File: src/rtl/sap1_pkg.sv
// sap1_pkg
// Shared definitions for the SAP-1 controller/sequencer:
//   - instruction opcodes (upper nibble of the instruction register)
//   - one-hot T-state encodings T1..T6
//   - bit positions of the 12-bit control word, ordered
//     Cp,Ep,Lm,CE,Li,Ei,La,Ea,Su,Eu,Lb,Lo from MSB to LSB
package sap1_pkg;

    localparam logic [3:0] OP_LDA = 4'b0000;
    localparam logic [3:0] OP_ADD = 4'b0001;
    localparam logic [3:0] OP_SUB = 4'b0010;
    localparam logic [3:0] OP_OUT = 4'b1110;
    localparam logic [3:0] OP_HLT = 4'b1111;

    // Ring counter states, one-hot: bit0 = T1 ... bit5 = T6
    typedef enum logic [5:0] {
        T1 = 6'b000001,
        T2 = 6'b000010,
        T3 = 6'b000100,
        T4 = 6'b001000,
        T5 = 6'b010000,
        T6 = 6'b100000
    } t_state_e;

    localparam int CW_W  = 12;
    localparam int CW_CP = 11;
    localparam int CW_EP = 10;
    localparam int CW_LM = 9;
    localparam int CW_CE = 8;
    localparam int CW_LI = 7;
    localparam int CW_EI = 6;
    localparam int CW_LA = 5;
    localparam int CW_EA = 4;
    localparam int CW_SU = 3;
    localparam int CW_EU = 2;
    localparam int CW_LB = 1;
    localparam int CW_LO = 0;

endpackage

File: src/rtl/sap1_ring_counter.sv
// sap1_ring_counter
// Six-state one-hot ring counter T1 -> T2 -> ... -> T6 -> T1.
// Ports:
//   CLK     in   rising-edge clock
//   CLR     in   synchronous active-high reset, forces T1 (highest priority)
//   hold    in   keep the current state (used while halted)
//   restart in   jump back to T1 on the next edge (early instruction end)
//   t_state out  6-bit one-hot state, bit0 = T1 ... bit5 = T6
module sap1_ring_counter
    import sap1_pkg::*;
(
    input  logic       CLK,
    input  logic       CLR,
    input  logic       hold,
    input  logic       restart,
    output logic [5:0] t_state
);

    t_state_e state;

    always_ff @(posedge CLK) begin
        if (CLR) begin
            state <= T1;
        end else if (hold) begin
            state <= state;
        end else if (restart) begin
            state <= T1;
        end else begin
            case (state)
                T1:      state <= T2;
                T2:      state <= T3;
                T3:      state <= T4;
                T4:      state <= T5;
                T5:      state <= T6;
                T6:      state <= T1;
                // Any corrupted encoding recovers to a legal one-hot state
                default: state <= T1;
            endcase
        end
    end

    assign t_state = state;

endmodule

File: src/rtl/sap1_controller_sequencer.sv
// sap1_controller_sequencer
// SAP-1 control unit: runs the T1..T6 ring counter and decodes the opcode
// into the datapath control lines. Controls are combinational from
// (t_state, opcode, halted); the only state is the ring and the halted flag.
// Ports:
//   CLK, CLR          clock and synchronous active-high reset
//   opcode[3:0]       instruction register upper nibble, used in T4..T6
//   t_state[5:0]      one-hot ring state (debug/observability)
//   Cp Ep Lm CE Li Ei La Ea Su Eu Lb Lo   active-high control lines
//   HALT              processor halted; only CLR leaves this condition
// Build option:
//   SAP1_VAR_CYCLE_EN  when defined, instructions end early once no further
//                      T-state has work (LDA after T5, OUT/NOP after T4).
module sap1_controller_sequencer
    import sap1_pkg::*;
(
    input  logic       CLK,
    input  logic       CLR,
    input  logic [3:0] opcode,
    output logic [5:0] t_state,
    output logic       Cp,
    output logic       Ep,
    output logic       Lm,
    output logic       CE,
    output logic       Li,
    output logic       Ei,
    output logic       La,
    output logic       Ea,
    output logic       Su,
    output logic       Eu,
    output logic       Lb,
    output logic       Lo,
    output logic       HALT
);

    logic            halted;
    logic            hold;
    logic            restart;
    logic            hlt_at_t4;
    logic [CW_W-1:0] ctrl;

    assign hlt_at_t4 = (t_state == T4) && (opcode == OP_HLT);

    // The edge ending T4 of HLT both sets halted and must not advance the
    // ring, so hold covers that edge as well as the halted period itself.
    assign hold = halted || hlt_at_t4;

`ifdef SAP1_VAR_CYCLE_EN
    logic known_t4_work;
    assign known_t4_work = (opcode == OP_LDA) || (opcode == OP_ADD) ||
                           (opcode == OP_SUB) || (opcode == OP_HLT);
    assign restart = ((t_state == T5) && (opcode == OP_LDA)) ||
                     ((t_state == T4) && !known_t4_work)      ||
                     ((t_state == T4) && (opcode == OP_OUT));
`else
    assign restart = 1'b0;
`endif

    sap1_ring_counter u_ring (
        .CLK     (CLK),
        .CLR     (CLR),
        .hold    (hold),
        .restart (restart),
        .t_state (t_state)
    );

    always_ff @(posedge CLK) begin
        if (CLR) begin
            halted <= 1'b0;
        end else if (hlt_at_t4) begin
            halted <= 1'b1;
        end
    end

    always_comb begin
        ctrl = '0;
        if (!halted) begin
            case (t_state)
                T1: begin
                    ctrl[CW_EP] = 1'b1;
                    ctrl[CW_LM] = 1'b1;
                end
                T2: ctrl[CW_CP] = 1'b1;
                T3: begin
                    ctrl[CW_CE] = 1'b1;
                    ctrl[CW_LI] = 1'b1;
                end
                T4: begin
                    case (opcode)
                        OP_LDA, OP_ADD, OP_SUB: begin
                            ctrl[CW_EI] = 1'b1;
                            ctrl[CW_LM] = 1'b1;
                        end
                        OP_OUT: begin
                            ctrl[CW_EA] = 1'b1;
                            ctrl[CW_LO] = 1'b1;
                        end
                        default: ;
                    endcase
                end
                T5: begin
                    case (opcode)
                        OP_LDA: begin
                            ctrl[CW_CE] = 1'b1;
                            ctrl[CW_LA] = 1'b1;
                        end
                        OP_ADD, OP_SUB: begin
                            ctrl[CW_CE] = 1'b1;
                            ctrl[CW_LB] = 1'b1;
                        end
                        default: ;
                    endcase
                end
                T6: begin
                    if ((opcode == OP_ADD) || (opcode == OP_SUB)) begin
                        ctrl[CW_EU] = 1'b1;
                        ctrl[CW_LA] = 1'b1;
                        ctrl[CW_SU] = (opcode == OP_SUB);
                    end
                end
                default: ;
            endcase
        end
    end

    assign Cp   = ctrl[CW_CP];
    assign Ep   = ctrl[CW_EP];
    assign Lm   = ctrl[CW_LM];
    assign CE   = ctrl[CW_CE];
    assign Li   = ctrl[CW_LI];
    assign Ei   = ctrl[CW_EI];
    assign La   = ctrl[CW_LA];
    assign Ea   = ctrl[CW_EA];
    assign Su   = ctrl[CW_SU];
    assign Eu   = ctrl[CW_EU];
    assign Lb   = ctrl[CW_LB];
    assign Lo   = ctrl[CW_LO];
    assign HALT = halted;

endmodule
File: config.mk
export PLATFORM = sky130hd
export DESIGN_NAME = sap1_controller_sequencer
export DESIGN_NICKNAME = d
export VERILOG_FILES = /design/src/rtl/sap1_pkg.sv /design/src/rtl/sap1_ring_counter.sv /design/src/rtl/sap1_controller_sequencer.sv
export SDC_FILE = /design/constraint.sdc
export NUM_CORES = 1
export LEC_CHECK = 0
export ABC_AREA = 1
export BUFFER_PORTS_ARGS = -buffer_cell sky130_fd_sc_hd__clkbuf_2
export CAP_MARGIN = 20
export CORE_AREA = 2 2 39 41
export CTS_CLUSTER_SIZE = 20
export DETAILED_ROUTE_END_ITERATION = 8
export DIE_AREA = 0 0 41 43
export PLACE_DENSITY = 0.8
export SLEW_MARGIN = 20
export SYNTH_ARGS = -nofsm -noshare
export SYNTH_HDL_FRONTEND = slang
export SYNTH_HIERARCHICAL = 1
export SYNTH_SLANG_ARGS = --single-unit
export TNS_END_PERCENT = 20
File: constraint.sdc
create_clock -name CLK -period 2.85 [get_ports CLK]
set_input_delay 0.285 -clock CLK [delete_from_list [all_inputs] [get_ports CLK]]
set_output_delay 0.285 -clock CLK [all_outputs]
set_load 0.005 [all_outputs]
==> After elaboration in Yosys (flattened, before gate mapping) <==
Cells that the tools add are included.
Widths: inputs -> output; s select.
{ "totals": {"reg_bits": 7, "output_inout_bits": 19, "word_cells": 36} }
{ "classes": {"eq_ne": 10, "n_mux": 18, "n_reduce_logical": 6} }
{ "ops": {"columns": ["operator", "count"], "rows": [
  ["$pmux 6 s5", 1],
  ["$mux 12", 1],
  ["$mux 1", 11],
  ["$eq 4x4->1 const B", 2],
  ["$eq 6x1->1 const B", 1],
  ["$eq 6x2->1 const B", 1],
  ["$eq 6x3->1 const B", 1],
  ["$eq 6x4->1 const B", 1],
  ["$eq 6x5->1 const B", 1],
  ["$eq 6x6->1 const B", 1],
  ["$pmux 1 s2", 3],
  ["$eq 4x1->1 const B", 1],
  ["$eq 4x2->1 const B", 1],
  ["$logic_not 4->1", 1],
  ["$mux 2", 2],
  ["$reduce_or 3->1", 1],
  ["$logic_or 1x1->1", 2],
  ["$reduce_or 2->1", 1],
  ["$logic_and 1x1->1", 1]
]} }

==> Logic depth before layout (Yosys ltp) <==
{ "depth": {"word_depth": 5, "mapped_depth": 9, "ltp_nobuf": 8} }

==> Modules after synthesis <==
The synthesis kept the hierarchy.
{ "modules_own_cells": {"columns": ["mod", "instances", "cells_each", "area_each_um2", "seq_area_each_um2"], "rows": [
  ["sap1_ring_counter", 1, 48, 326.6, 120.1],
  ["sap1_controller_sequencer", 1, 55, 305.3, 20.0]
]} }

==> Worst setup path after synthesis <==
OpenSTA, ideal clock, no wires.
{ "synth_timing": {"path_type": "register -> register", "from": "register u_ring.state[0] (netlist: u_ring/t_state[0])", "to": "register u_ring.state[4] (netlist: u_ring/t_state[4])", "setup_ns": 0.070, "arrival_time_ns": 1.279, "required_ns": 2.780, "setup_slack_ns": 1.501, "path_stages_with_launch": 10, "n_path_buf": 1, "synth_period_minus_slack_ns": 1.349, "cell_sequence": "dfxtp_1 -> inv_2 -> nand2_2 -> nor2_2 -> nand3_2 -> nand2_1 -> buf_6 -> nor2_2 -> nand4_1 -> a21oi_1"} }
{ "synth_between": {"elab_chain_len": 3, "word_cells_on_any_way": 8, "classes_between": "eq/ne (5); mux (1); reduce/logical (2)"} }
{ "synth_rtl": {"columns": ["element", "line", "text"], "rows": [
  ["from (decl)", "sap1_ring_counter.sv:19", "t_state_e state;"],
  ["from (signal assigned)", "sap1_ring_counter.sv:25", "state <= state;"],
  ["$eq 6x4->1", "sap1_controller_sequencer.sv:42", "assign hlt_at_t4 = (t_state == T4) && (opcode == OP_HLT);"],
  ["$logic_and 1x1->1", "sap1_controller_sequencer.sv:42", null],
  ["$logic_or 1x1->1", "sap1_controller_sequencer.sv:46", "assign hold = halted || hlt_at_t4;"],
  ["named net hold", "sap1_controller_sequencer.sv:37", "logic hold;"]
]} }
The timed path passes the listed nets, and every way through them passes these cells.
A chain may end at the register's enable or synchronous reset.

==> Worst setup path after layout <==
{ "layout_timing": {"from": "register u_ring.state[3] (netlist: u_ring/t_state[3])", "to": "output port Lo"} }
{ "layout_between": {"elab_chain_len": 3} }
{ "layout_rtl": {"columns": ["element", "line", "text"], "rows": [
  ["$eq 6x4->1", "sap1_controller_sequencer.sv:78", "case (t_state)"],
  ["$mux 1", "sap1_controller_sequencer.sv:78", null],
  ["$mux 12", "sap1_controller_sequencer.sv:77", "if (!halted) begin"],
  ["to (decl)", "sap1_controller_sequencer.sv:32", "output logic Lo,"]
]} }
No other way between the ends.

==> metrics.txt <==
# hold bufs at CTS=0; Main synth FF type=dfxtp_1; pin count of the biggest net entering global routing=10; Post-synth ARST share=0; share of power burned in registers=0.445; leak pwr=roughly 0.41 nW; kind of critical path=flop to output port; total congestion overflow=0; worst vdd ir=223 uV; global-route track usage on met2=0.322; CP max FO=8; Core Footprint=1380 um2; synth cell count leaders=17 x nand2_1, 17 x nor2_1, 12 x inv_1; RSZ-0062 raised after global routing=false; crit start category=flop; crit path capture type=output port; #FFs+latches synth=7; sw power=between 0.06 and 0.07 mW; crit path cell chain=nand2_1 > nor2_2 > nand2_2 > nor3_2 > clkbuf_2; clock root buffer=clkbuf_4; period utilization=0.582; Top Ports=25; clock-pin slew on the worst setup and hold paths=0.05 ns; DRT Pass-1 Iters=4; total track usage=0.195; Max Root-Sink Buffers=2; drt wl/cell=around 11 um; clock net sink count=7; fin crit period=1.66 ns; fillers=145; share of layout cells above drive strength 1=0.377; Ys Warns=6; post-DR vias/cell=5.11; Final Hold Vio Count=0; TritonCTS clock tree=done; post-synth top area share=0.222; Detail Placement HPWL=1.25 mm; Die H=43 um; MaxCap Viol Count=0; min-delay worst type=primary input to flop; DRC violations left=0; status=finished clean; Mapped Cells=103; GP Congestion=around 0.8; Routed Antenna Nets=0; R2R Setup Slk=1.29 ns; EDFF count, synth=0; Top Usage Layer GRT=met2; Net count, final=137; cts repair resizes=0; switching part of the total=0.279; crit path DAT=1.38 ns; post-CTS setup buffer count=0; top cells by area, synth=dfxtp_1 22%, nand2_1 10%, nor2_1 10%; sequential fraction of the synthesis area=0.222; Max Clock Skew=0.00304 ns; Worst path slowest cell=dfxtp_1; combinational power share=0.172; Post-Syn Area=632 um2; Final setup viols=0; final wirelength=1.54 mm; Initial Util=0.457; max incr delay on CP=0.48 ns; ant diodes=0; grt met3 use=0.0471; TNS Setup=0 ns; pwr dens=301 nW/um2; H-Tree Depth=1; DR vias=746; DIE AREA=between 1500 and 2000 um2; Clk pwr share=0.383; Port Buffers=24; Fmax achieved=0.602 GHz; worst reg-to-reg path cell count=8; die width=just over 40 um; grt met1 use=0.197; Internal=around 0.17 mW; Synth cell types=21; first-pass GRT wire length=2.29 mm; Critical Path RT=2.57 ns; TritonCTS Buffers=3; max-slew violations=0; initial antenna violation count=0; hold path cells=2; Worst-Skew Late Latency=0.25 ns; WHS=0.295 ns; row cnt=14; Yosys top cell by area=dfxtp_1; Syn Area/Cell=6.13 um2; vias in the first global route=between 600 and 700; synth-to-layout area growth=24.0%; First DRT Iteration DRCs=21
[metal layers]
layer | vias up | share of wire
met4 | 0 | 0.016
met1 | 325 | 0.42
met3 | 4 | 0.071
met5 | - | 0
li1 | 385 | -
met2 | 32 | 0.49
[flip-flops by register name, summed over array words and instances (netlist names)]
register,flops
u_ring/t_state,6
HALT,1
[area by class of cell]
class | instances | area (um2) | area share
timing repair buffer | 24 | 120 | 0.153
sequential | 7 | 140 | 0.179
inverter | 17 | 63.8 | 0.0815
clock buffer | 4 | 26.3 | 0.0335
tap | 16 | 20.0 | 0.0256
multi-input combinational | 78 | 413 | 0.527
[cells by family after synthesis]
kind of cell	share of synthesized area
AO/OA/AOI/OAI	0.0931
AND/OR/NAND/NOR	0.549
other	0.00593
flip-flops	0.222
buffers and inverters	0.131
[worst max-delay path: cells and delay by family, from the launching register on]
| kind | cells | cell delay [ns] |
|---|---|---|
| and+or+nand+nor | 4 | 0.51 |
| buffers and inverters | 1 | 0.14 |
| DFF | 1 | 0.48 |
[placed cells by master, fill, tap and decap left out, types with 5 or more instances in the layout]
master / n
a21oi_1: 6
nor2_2: 6
inv_2: 5
nand4_1: 7
dfxtp_1: 7
nand3_1: 9
nand2_1: 17
inv_1: 12
nor2_1: 17
clkbuf_2: 24
[final timing paths]
path / to / from
max: Lo / u_ring/t_state[3]
min: HALT / CLR
max reg2reg: u_ring/t_state[4] / u_ring/t_state[0]
min reg2reg: u_ring/t_state[4] / u_ring/t_state[4]
[power by group through the flow]
stage / sequential [mW] / clock, mW / combinational (mW)
after floorplan: 0.106 / 0 / 0.0248
after global placement: 0.106 / 0 / 0.0395
after detailed placement: 0.107 / 0 / 0.0400
after CTS: 0.105 / 0.0932 / 0.0404
after global routing: 0.105 / 0.100 / 0.0456
final: 0.105 / 0.0902 / 0.0406
[metrics by stage]
step                      utilization  instance area [um2]  power, mW  setup slack, ns  instances
after floorplan                     -                  636      0.131             1.50        104
after global placement          0.547                  757      0.146             1.37        142
after detailed placement        0.547                  757      0.147             1.32        142
after CTS                       0.566                  783      0.238             1.17        146
after global routing            0.566                  783      0.251             1.04        146
final                           0.566                  783      0.236             1.19        146
(Power assumes the default switching activity.)
